$ cat src/rtl/mem_port_arbiter_if.sv
// Bus bundle for mem_port_arbiter: fetch port, data port and shared RAM port.
// The master modport is the arbiter's view; slave is the view of the
// surrounding pipeline and RAM.
interface mem_port_arbiter_if;
  logic        if_req;
  logic [31:0] if_addr;
  logic [31:0] if_rdata;
  logic        if_ready;
  logic        mem_read;
  logic        mem_write;
  logic [31:0] mem_addr;
  logic [31:0] mem_wdata;
  logic [31:0] mem_rdata;
  logic        mem_ready;
  logic        stall_if;
  logic        stall_mem;
  logic        ram_en;
  logic        ram_we;
  logic [31:0] ram_addr;
  logic [31:0] ram_wdata;
  logic [31:0] ram_rdata;

  modport master (
    input  if_req, if_addr, mem_read, mem_write, mem_addr, mem_wdata, ram_rdata,
    output if_rdata, if_ready, mem_rdata, mem_ready, stall_if, stall_mem,
           ram_en, ram_we, ram_addr, ram_wdata
  );

  modport slave (
    output if_req, if_addr, mem_read, mem_write, mem_addr, mem_wdata, ram_rdata,
    input  if_rdata, if_ready, mem_rdata, mem_ready, stall_if, stall_mem,
           ram_en, ram_we, ram_addr, ram_wdata
  );
endinterface

$ cat src/rtl/mem_port_arbiter.sv
// mem_port_arbiter: shares one single-port RAM between instruction fetch and
// data access. Data has fixed priority over fetch; one transaction at a time
// through IDLE -> ACCESS -> (WAIT) -> DONE. All bus outputs are registered
// except the stalls, which are derived from the registered ready pulses.
// Optional feature: define MEM_ARB_PERF_CNT_EN to add the 32-bit stall
// counters perf_if_stall / perf_mem_stall.
module mem_port_arbiter #(
  parameter int RAM_LAT = 2
) (
  input  logic                clk,
  input  logic                rst,
  mem_port_arbiter_if.master  bus
`ifdef MEM_ARB_PERF_CNT_EN
  ,
  output logic [31:0]         perf_if_stall,
  output logic [31:0]         perf_mem_stall
`endif
);

  typedef enum logic [1:0] {IDLE, ACCESS, WAIT, DONE} state_t;

  // Cycles spent in WAIT beyond the first, loaded on leaving ACCESS.
  localparam logic [2:0] WAIT_INIT = 3'((RAM_LAT > 1) ? (RAM_LAT - 2) : 0);

  state_t      state_q, state_d;
  logic        owner_q, owner_d;     // 1 = data port, 0 = fetch port
  logic        wr_q, wr_d;
  logic [2:0]  cnt_q, cnt_d;
  logic        ram_en_q, ram_en_d;
  logic        ram_we_q, ram_we_d;
  logic [31:0] ram_addr_q, ram_addr_d;
  logic [31:0] ram_wdata_q, ram_wdata_d;
  logic [31:0] if_rdata_q, if_rdata_d;
  logic [31:0] mem_rdata_q, mem_rdata_d;
  logic        if_ready_q, if_ready_d;
  logic        mem_ready_q, mem_ready_d;
  logic        stall_if_w, stall_mem_w;

  assign stall_if_w  = bus.if_req & ~if_ready_q;
  assign stall_mem_w = (bus.mem_read | bus.mem_write) & ~mem_ready_q;

  assign bus.stall_if  = stall_if_w;
  assign bus.stall_mem = stall_mem_w;
  assign bus.ram_en    = ram_en_q;
  assign bus.ram_we    = ram_we_q;
  assign bus.ram_addr  = ram_addr_q;
  assign bus.ram_wdata = ram_wdata_q;
  assign bus.if_rdata  = if_rdata_q;
  assign bus.if_ready  = if_ready_q;
  assign bus.mem_rdata = mem_rdata_q;
  assign bus.mem_ready = mem_ready_q;

  // Next-state and registered-output decode for the transaction FSM.
  always_comb begin
    state_d     = state_q;
    owner_d     = owner_q;
    wr_d        = wr_q;
    cnt_d       = cnt_q;
    ram_en_d    = 1'b0;
    ram_we_d    = 1'b0;
    ram_addr_d  = ram_addr_q;
    ram_wdata_d = ram_wdata_q;
    if_rdata_d  = if_rdata_q;
    mem_rdata_d = mem_rdata_q;
    if_ready_d  = 1'b0;
    mem_ready_d = 1'b0;

    unique case (state_q)
      IDLE: begin
        if (bus.mem_read | bus.mem_write) begin
          // Read and write together resolve to a write.
          owner_d     = 1'b1;
          wr_d        = bus.mem_write;
          ram_addr_d  = bus.mem_addr;
          ram_wdata_d = bus.mem_wdata;
          ram_en_d    = 1'b1;
          ram_we_d    = bus.mem_write;
          state_d     = ACCESS;
        end else if (bus.if_req) begin
          owner_d     = 1'b0;
          wr_d        = 1'b0;
          ram_addr_d  = bus.if_addr;
          ram_wdata_d = 32'd0;
          ram_en_d    = 1'b1;
          state_d     = ACCESS;
        end
      end
      ACCESS: begin
        if (wr_q || RAM_LAT == 1) begin
          if (!wr_q) begin
            if (owner_q) mem_rdata_d = bus.ram_rdata;
            else         if_rdata_d  = bus.ram_rdata;
          end
          mem_ready_d = owner_q;
          if_ready_d  = ~owner_q;
          state_d     = DONE;
        end else begin
          cnt_d   = WAIT_INIT;
          state_d = WAIT;
        end
      end
      WAIT: begin
        if (cnt_q == 3'd0) begin
          if (owner_q) mem_rdata_d = bus.ram_rdata;
          else         if_rdata_d  = bus.ram_rdata;
          mem_ready_d = owner_q;
          if_ready_d  = ~owner_q;
          state_d     = DONE;
        end else begin
          cnt_d = cnt_q - 3'd1;
        end
      end
      DONE: begin
        // Ready pulse is visible this cycle; never grant from here.
        state_d = IDLE;
      end
      default: state_d = IDLE;
    endcase
  end

  // State and output registers; reset abandons any transaction in flight.
  always_ff @(posedge clk) begin
    if (!rst) begin
      state_q     <= IDLE;
      owner_q     <= 1'b0;
      wr_q        <= 1'b0;
      cnt_q       <= 3'd0;
      ram_en_q    <= 1'b0;
      ram_we_q    <= 1'b0;
      ram_addr_q  <= 32'd0;
      ram_wdata_q <= 32'd0;
      if_rdata_q  <= 32'd0;
      mem_rdata_q <= 32'd0;
      if_ready_q  <= 1'b0;
      mem_ready_q <= 1'b0;
    end else begin
      state_q     <= state_d;
      owner_q     <= owner_d;
      wr_q        <= wr_d;
      cnt_q       <= cnt_d;
      ram_en_q    <= ram_en_d;
      ram_we_q    <= ram_we_d;
      ram_addr_q  <= ram_addr_d;
      ram_wdata_q <= ram_wdata_d;
      if_rdata_q  <= if_rdata_d;
      mem_rdata_q <= mem_rdata_d;
      if_ready_q  <= if_ready_d;
      mem_ready_q <= mem_ready_d;
    end
  end

`ifdef MEM_ARB_PERF_CNT_EN
  logic [31:0] perf_if_q, perf_mem_q;

  // Free-running stall counters, one increment per stalled cycle, wrapping.
  always_ff @(posedge clk) begin
    if (!rst) begin
      perf_if_q  <= 32'd0;
      perf_mem_q <= 32'd0;
    end else begin
      perf_if_q  <= perf_if_q  + {31'd0, stall_if_w};
      perf_mem_q <= perf_mem_q + {31'd0, stall_mem_w};
    end
  end

  assign perf_if_stall  = perf_if_q;
  assign perf_mem_stall = perf_mem_q;
`endif

endmodule

$ cat src/flat_wrapper.sv
// flat-port wrapper written by rule: the top's interface ports become plain ports
module mem_port_arbiter_flat 
#(
  parameter int RAM_LAT = 2
)
  (clk, rst, bus_if_req, bus_if_addr, bus_mem_read, bus_mem_write, bus_mem_addr, bus_mem_wdata, bus_ram_rdata, bus_if_rdata, bus_if_ready, bus_mem_rdata, bus_mem_ready, bus_stall_if, bus_stall_mem, bus_ram_en, bus_ram_we, bus_ram_addr, bus_ram_wdata);
  mem_port_arbiter_if bus_i ();
  input  logic clk;
  input  logic rst;
  input wire logic [$bits(bus_i.if_req)-1:0] bus_if_req;
  input wire logic [$bits(bus_i.if_addr)-1:0] bus_if_addr;
  input wire logic [$bits(bus_i.mem_read)-1:0] bus_mem_read;
  input wire logic [$bits(bus_i.mem_write)-1:0] bus_mem_write;
  input wire logic [$bits(bus_i.mem_addr)-1:0] bus_mem_addr;
  input wire logic [$bits(bus_i.mem_wdata)-1:0] bus_mem_wdata;
  input wire logic [$bits(bus_i.ram_rdata)-1:0] bus_ram_rdata;
  output wire logic [$bits(bus_i.if_rdata)-1:0] bus_if_rdata;
  output wire logic [$bits(bus_i.if_ready)-1:0] bus_if_ready;
  output wire logic [$bits(bus_i.mem_rdata)-1:0] bus_mem_rdata;
  output wire logic [$bits(bus_i.mem_ready)-1:0] bus_mem_ready;
  output wire logic [$bits(bus_i.stall_if)-1:0] bus_stall_if;
  output wire logic [$bits(bus_i.stall_mem)-1:0] bus_stall_mem;
  output wire logic [$bits(bus_i.ram_en)-1:0] bus_ram_en;
  output wire logic [$bits(bus_i.ram_we)-1:0] bus_ram_we;
  output wire logic [$bits(bus_i.ram_addr)-1:0] bus_ram_addr;
  output wire logic [$bits(bus_i.ram_wdata)-1:0] bus_ram_wdata;
  assign bus_i.if_req = bus_if_req;
  assign bus_i.if_addr = bus_if_addr;
  assign bus_i.mem_read = bus_mem_read;
  assign bus_i.mem_write = bus_mem_write;
  assign bus_i.mem_addr = bus_mem_addr;
  assign bus_i.mem_wdata = bus_mem_wdata;
  assign bus_i.ram_rdata = bus_ram_rdata;
  assign bus_if_rdata = bus_i.if_rdata;
  assign bus_if_ready = bus_i.if_ready;
  assign bus_mem_rdata = bus_i.mem_rdata;
  assign bus_mem_ready = bus_i.mem_ready;
  assign bus_stall_if = bus_i.stall_if;
  assign bus_stall_mem = bus_i.stall_mem;
  assign bus_ram_en = bus_i.ram_en;
  assign bus_ram_we = bus_i.ram_we;
  assign bus_ram_addr = bus_i.ram_addr;
  assign bus_ram_wdata = bus_i.ram_wdata;
  mem_port_arbiter #(.RAM_LAT(RAM_LAT)) u_core (.clk(clk), .rst(rst), .bus(bus_i));
endmodule
$ cat config.mk
export PLATFORM = sky130hd
export DESIGN_NAME = mem_port_arbiter_flat
export DESIGN_NICKNAME = d
export VERILOG_FILES = /design/src/rtl/mem_port_arbiter_if.sv /design/src/rtl/mem_port_arbiter.sv /design/src/flat_wrapper.sv
export SDC_FILE = /design/constraint.sdc
export NUM_CORES = 1
export LEC_CHECK = 0
export CAP_MARGIN = 20
export CORE_ASPECT_RATIO = 1.5
export CORE_MARGIN = 8
export CORE_UTILIZATION = 35
export DETAILED_ROUTE_END_ITERATION = 16
export GPL_ROUTABILITY_DRIVEN = 0
export GPL_TIMING_DRIVEN = 0
export MAX_ROUTING_LAYER = met4
export PLACE_DENSITY_LB_ADDON = 0.1
export SLEW_MARGIN = 20
export SYNTH_ARGS = -nofsm -noshare
export SYNTH_HDL_FRONTEND = slang
export SYNTH_SLANG_ARGS = --single-unit
$ cat constraint.sdc
create_clock -name clk -period 2.65 [get_ports clk]
set_input_delay 0.3975 -clock clk [delete_from_list [all_inputs] [get_ports clk]]
set_output_delay 0.3975 -clock clk [all_outputs]
set_load 0.1 [all_outputs]
# After elaboration in Yosys (flattened, before gate mapping)
# Index checks and enable logic that the tools add are counted.
[word_totals]
register_bits = 139
latch_bits = 0
ram_bits = 0
rom_bits = 0
inputBits = 133
out_inout_bits = 134
memories = 0
[op_classes]
addsub = 1
multipliers = 0
div_mod_pow = 0
n_lt_le_gt_ge = 0
eq_ne = 7
shifts = 0
n_mux = 23
n_bitwise = 6
n_reduce_logical = 11
[op_table]
columns = ["cell", "count"]
rows = [
  ["2-to-1 mux 32 bit", 4],
  ["AND reduction 3 bit", 4],
  ["2-to-1 mux 1 bit", 10],
  ["one-hot mux 2 bit (4 select lines)", 1],
  ["2-to-1 mux 2 bit", 3],
  ["2-to-1 mux 3 bit", 2],
  ["one-hot mux 3 bit (2 select lines)", 1],
  ["AND reduction 2 bit", 3],
  ["equality test 2 bit, second input constant", 2],
  ["inequality test 2 bit, second input constant", 2],
  ["one-hot mux 1 bit (2 select lines)", 2],
  ["nonzero test 2 bit", 2],
  ["zero test 3 bit", 1],
  ["inequality test 3 x 2 -> 1 bit, second input constant", 1],
  ["inverter 1 bit", 3],
  ["subtractor 3 x 1 -> 3 bit, second input constant", 1],
  ["bitwise AND 1 bit", 2],
  ["equality test 2 x 1 -> 1 bit, second input constant", 1],
  ["zero test 2 bit", 1],
  ["inequality test 2 x 1 -> 1 bit, second input constant", 1],
  ["OR 1 bit", 1],
]

# Logic depth before layout (Yosys ltp)
# Gate-level depths: netlist of run 1.
[depth]
ltp_word = 3
depth_mapped = 7
mapped_depth_nobuf = 6

# Least setup slack after synthesis of run 1
# Ideal clock, no wire load.
[synth_path]
path_type = "register -> output"
from = "reg u_core.if_ready_q (netlist: u_core.bus.if_ready)"
to = "out bus_stall_if"
t_arrival_ns = 2.114
path_slack_ns = 0.139
stages_incl_launch_ff = 2
path_cell_list = "dfxtp_1 nor2b_1"
[synth_via]
elab_chain_len = 2
[synth_rtl]
columns = ["item", "line", "text"]
rows = [
  ["from (decl)", "mem_port_arbiter.sv:35", "logic if_ready_q, if_ready_d;"],
  ["from (signal assigned)", "mem_port_arbiter.sv:147", "if_ready_q <= if_ready_d;"],
  ["inverter 1 bit", "mem_port_arbiter.sv:39", "assign stall_if_w = bus.if_req & ~if_ready_q;"],
  ["bitwise AND 1 bit", "mem_port_arbiter.sv:39", ""],
  ["to (decl)", "flat_wrapper.sv:21", "output wire logic [$bits(bus_i.stall_if)-1:0] bus_stall_if;"],
]
# No other way between the ends.

# Worst setup path after layout of run 1
[layout_path]
from = "in bus_if_req"
to = "out bus_stall_if"
[layout_via]
elab_chain_len = 1
[layout_rtl]
columns = ["item", "line", "text"]
rows = [
  ["from (decl)", "flat_wrapper.sv:10", "input wire logic [$bits(bus_i.if_req)-1:0] bus_if_req;"],
  ["bitwise AND 1 bit", "mem_port_arbiter.sv:39", ""],
]
# No other way between the ends.

==> impl_metrics.json, run 1 <==
{
  "drt.antenna.violating_nets": 0,
  "post-route-period-util_pct": 89.1,
  "grt_max_degree": 17,
  "place.port_buffers": 264,
  "finalWorstSetupSlack_ps": 289,
  "worstSetupPathType": "primary input to output port",
  "syn2layout_area_growth_pct": 61.2,
  "syn_area_mm2": 0.00577,
  "drive_gt1_share_pct": 9.27,
  "hold_end": "u_core.bus.ram_en",
  "dieArea_mm2": 0.0209,
  "dp_slack_ps": -456,
  "final_util_pct": 57.4,
  "io_pins": 267,
  "synth_top_cell_by_area": "dfxtp_1",
  "syn_nets": 773,
  "wl_per_cell_um": 17.1,
  "grt_pass1_wl_mm": 30.5,
  "cts_tree": "built",
  "hold_viol": 0,
  "placed_cell_area_mm2": 0.00867,
  "dr.pass1.iters": 5,
  "vias_per_cell": 4.85,
  "gr-total-overflow": 0,
  "r2r_end": "u_core.bus.mem_rdata[25]",
  "max_freq_ghz": 0.424,
  "synthTopCellsByArea": "dfxtp_1, nand2_1, a21boi_1",
  "start_util_pct": 35.6,
  "drv_cap": 0,
  "cp.required_ps": 2250,
  "nets": 1055,
  "ys_types": 34,
  "power.static_leakage_nw": 3.60,
  "rsz0062_at_grt": "no",
  "cts_max_level": 4,
  "synth_cells": 634,
  "worstMarginPinSlew_ps": 1040,
  "rows": 57,
  "hpwlAfterDp_mm": 15.5,
  "yosysSeqAreaShare_pct": 48.3,
  "cp_max_fo": 2,
  "die_w_um": 121,
  "power_density_mw_per_mm2": 1200,
  "die_h_um": 173,
  "cts_buffer_depth": 2,
  "end_kind": "output port",
  "reg2reg_depth": 7,
  "track_usage_pct": 18.7,
  "layout_min_cycle_time_ps": 2360,
  "wirelength_mm": 19.4,
  "rr_startpoint": "u_core.state_q[0]",
  "hp-start": "bus_mem_write",
  "cp.arrival_ps": 1960,
  "drtIter0Drc": 229,
  "antennaDiodeCount": 0,
  "max_slew_margin_pct": 30.3,
  "nFillCells": 1483,
  "clock_sinks": 139,
  "yosysTopAreaCellShare_pct": 48.3,
  "slew_violations": 0,
  "ys_seq_elements": 139,
  "setup_viol": 0,
  "startpoint_type": "primary input",
  "first_global_vias": 5871,
  "numCtsBuffers": 17,
  "hp-class": "primary input to register",
  "worst_hold_slack_ps": 313,
  "core_mm2": 0.0162,
  "ir_drop_mv": 1.04,
  "cts-root-buf": "clkbuf_16",
  "rrSetupSlack_ps": 870,
  "fin_area_mm2": 0.00929,
  "holdPathStages": 3,
  "drc": 0,
  "holdBufCountCts": 0,
  "syn-mean-instance-area_um2": 9.09,
  "clock_skew_ps": 14.6,
  "route.vias.total": 5505,
  "antenna_found_initial": 0,
  "ys_warn_count": 0,
  "status": "complete, no violations",
  "clk_latency_ps": 400,
  "clkTransAtPathRegs_ps": 60
}
==> final cells by class <==
| class | instances | area, um^2 | share of cell area, % |
|---|---|---|---|
| Tap cell | 206 | 258 | 2.77 |
| Multi-Input combinational cell | 437 | 2630 | 28.3 |
| Buffer | 51 | 329 | 3.54 |
| Clock buffer | 19 | 443 | 4.77 |
| Sequential cell | 139 | 2780 | 29.9 |
| Inverter | 6 | 22.5 | 0.242 |
| Timing Repair Buffer | 264 | 2640 | 28.4 |
| Clock inverter | 12 | 189 | 2.03 |
==> flip-flops by register name (all words and copies together) (netlist names) <==
name / count
u_core.owner_q: 1
u_core.bus.mem_rdata: 32
u_core.cnt_q: 3
u_core.bus.ram_addr: 32
u_core.bus.ram_we: 1
u_core.bus.mem_ready: 1
u_core.bus.ram_wdata: 32
u_core.wr_q: 1
u_core.bus.ram_en: 1
u_core.state_q: 2
u_core.bus.if_rdata: 32
u_core.bus.if_ready: 1
==> critical path, stage by stage <==
cell,delay [ps]
clkdlybuf4s50_1,540
nor2b_1,150
dlygate4sd2_1,870
==> through the flow <==
step                      TNS (ps)  power [mW]  std cells
after floorplan                  0        7.20        634
after global placement        -481        8.59       1104
after detailed placement      -456        8.66       1104
after CTS                        0        11.2       1135
after global routing             0        11.6       1134
final                            0        11.1       1134
==> cells in the final DEF (no fill, tap or decap), drive strengths merged, types with 6 or more instances in the layout <==
cell and instances:
clkdlybuf4s50 262, nand2 166, dfxtp 139, a21boi 67, clkbuf 41, o21ai 39
nor2b 38, nand3 35, a22oi 33, o211a 32, buf 29, inv 8
nor2 7, ha 6
==> worst max path at each step <==
stage | startpoint | endpoint | slack (ps) | cells after the start
global route | bus_mem_read | bus_stall_mem | 210 | 4
CTS | bus_mem_read | bus_stall_mem | 90 | 5
floorplan | u_core.bus.if_ready | bus_stall_if | 140 | 1
global placement | bus_mem_read | bus_stall_mem | -480 | 5
detailed placement | bus_mem_read | bus_stall_mem | -460 | 5
finish | bus_if_req | bus_stall_if | 290 | 3
==> routing by layer <==
| layer | global-route usage, % | vias to the layer above | routed length, um |
|---|---|---|---|
| li1 | - | 2723 | - |
| met3 | 6.00 | 22 | 1410 |
| met1 | 18.0 | 2564 | 7300 |
| met2 | 34.5 | 196 | 10300 |
| met5 | - | - | 0 |
| met4 | 5.49 | 0 | 345 |
==> timing repair <==
item	CTS	global route
setup buffers	0	0
setup endpoints to repair	2	1
resized for setup	4	0
==> cell families after synthesis <==
family / count (synthesis) / synth area share (%)
AOI/OAI and AO/OA: 175 / 24.1
adders and majority gates: 6 / 1.30
buffers and inverters: 58 / 6.16
DFF: 139 / 48.3
muxes: 1 / 0.174
and+or+nand+nor: 255 / 20.0
==> synthesized netlist by cell type <==
| cell type | instances |
|---|---|
| nand2_1 | 165 |
| dfxtp_1 | 139 |
| a21boi_1 | 43 |
| o21ai_0 | 39 |
| nor2b_1 | 38 |
| nand3_1 | 35 |
| o211a_1 | 32 |
| a21boi_0 | 23 |
| clkbuf_1 | 23 |
| a22oi_2 | 19 |
| a22oi_1 | 14 |
| buf_2 | 13 |
| buf_6 | 11 |
| ha_1 | 6 |
| inv_1 | 6 |
| nor2_1 | 4 |
| buf_4 | 3 |
| a21oi_1 | 2 |
| and2_1 | 2 |
| nand2b_1 | 2 |
| nor2_2 | 2 |
| a21bo_2 | 1 |
| a21boi_2 | 1 |
| a31oi_1 | 1 |
| and3_1 | 1 |
| and3b_1 | 1 |
| buf_12 | 1 |
| buf_8 | 1 |
| mux2i_1 | 1 |
| nand2_2 | 1 |
| nand3b_1 | 1 |
| nor2_4 | 1 |
| nor3_4 | 1 |
| nor4bb_1 | 1 |
==> power breakdown <==
| group | switching [mW] | internal (mW) | total [mW] |
|---|---|---|---|
| Combinational | 4.20 | 1.61 | 5.80 |
| Sequential | 0.259 | 2.52 | 2.78 |
| Clock | 0.927 | 1.61 | 2.54 |
No activity file was read; power rests on OpenSTA's default activity.
==> run 2: changes to the inputs <==
CTS_CLUSTER_SIZE = 16   (was not set)
==> results of run 2 <==
Final layout, timing and power as in run 1 (identical DEF).
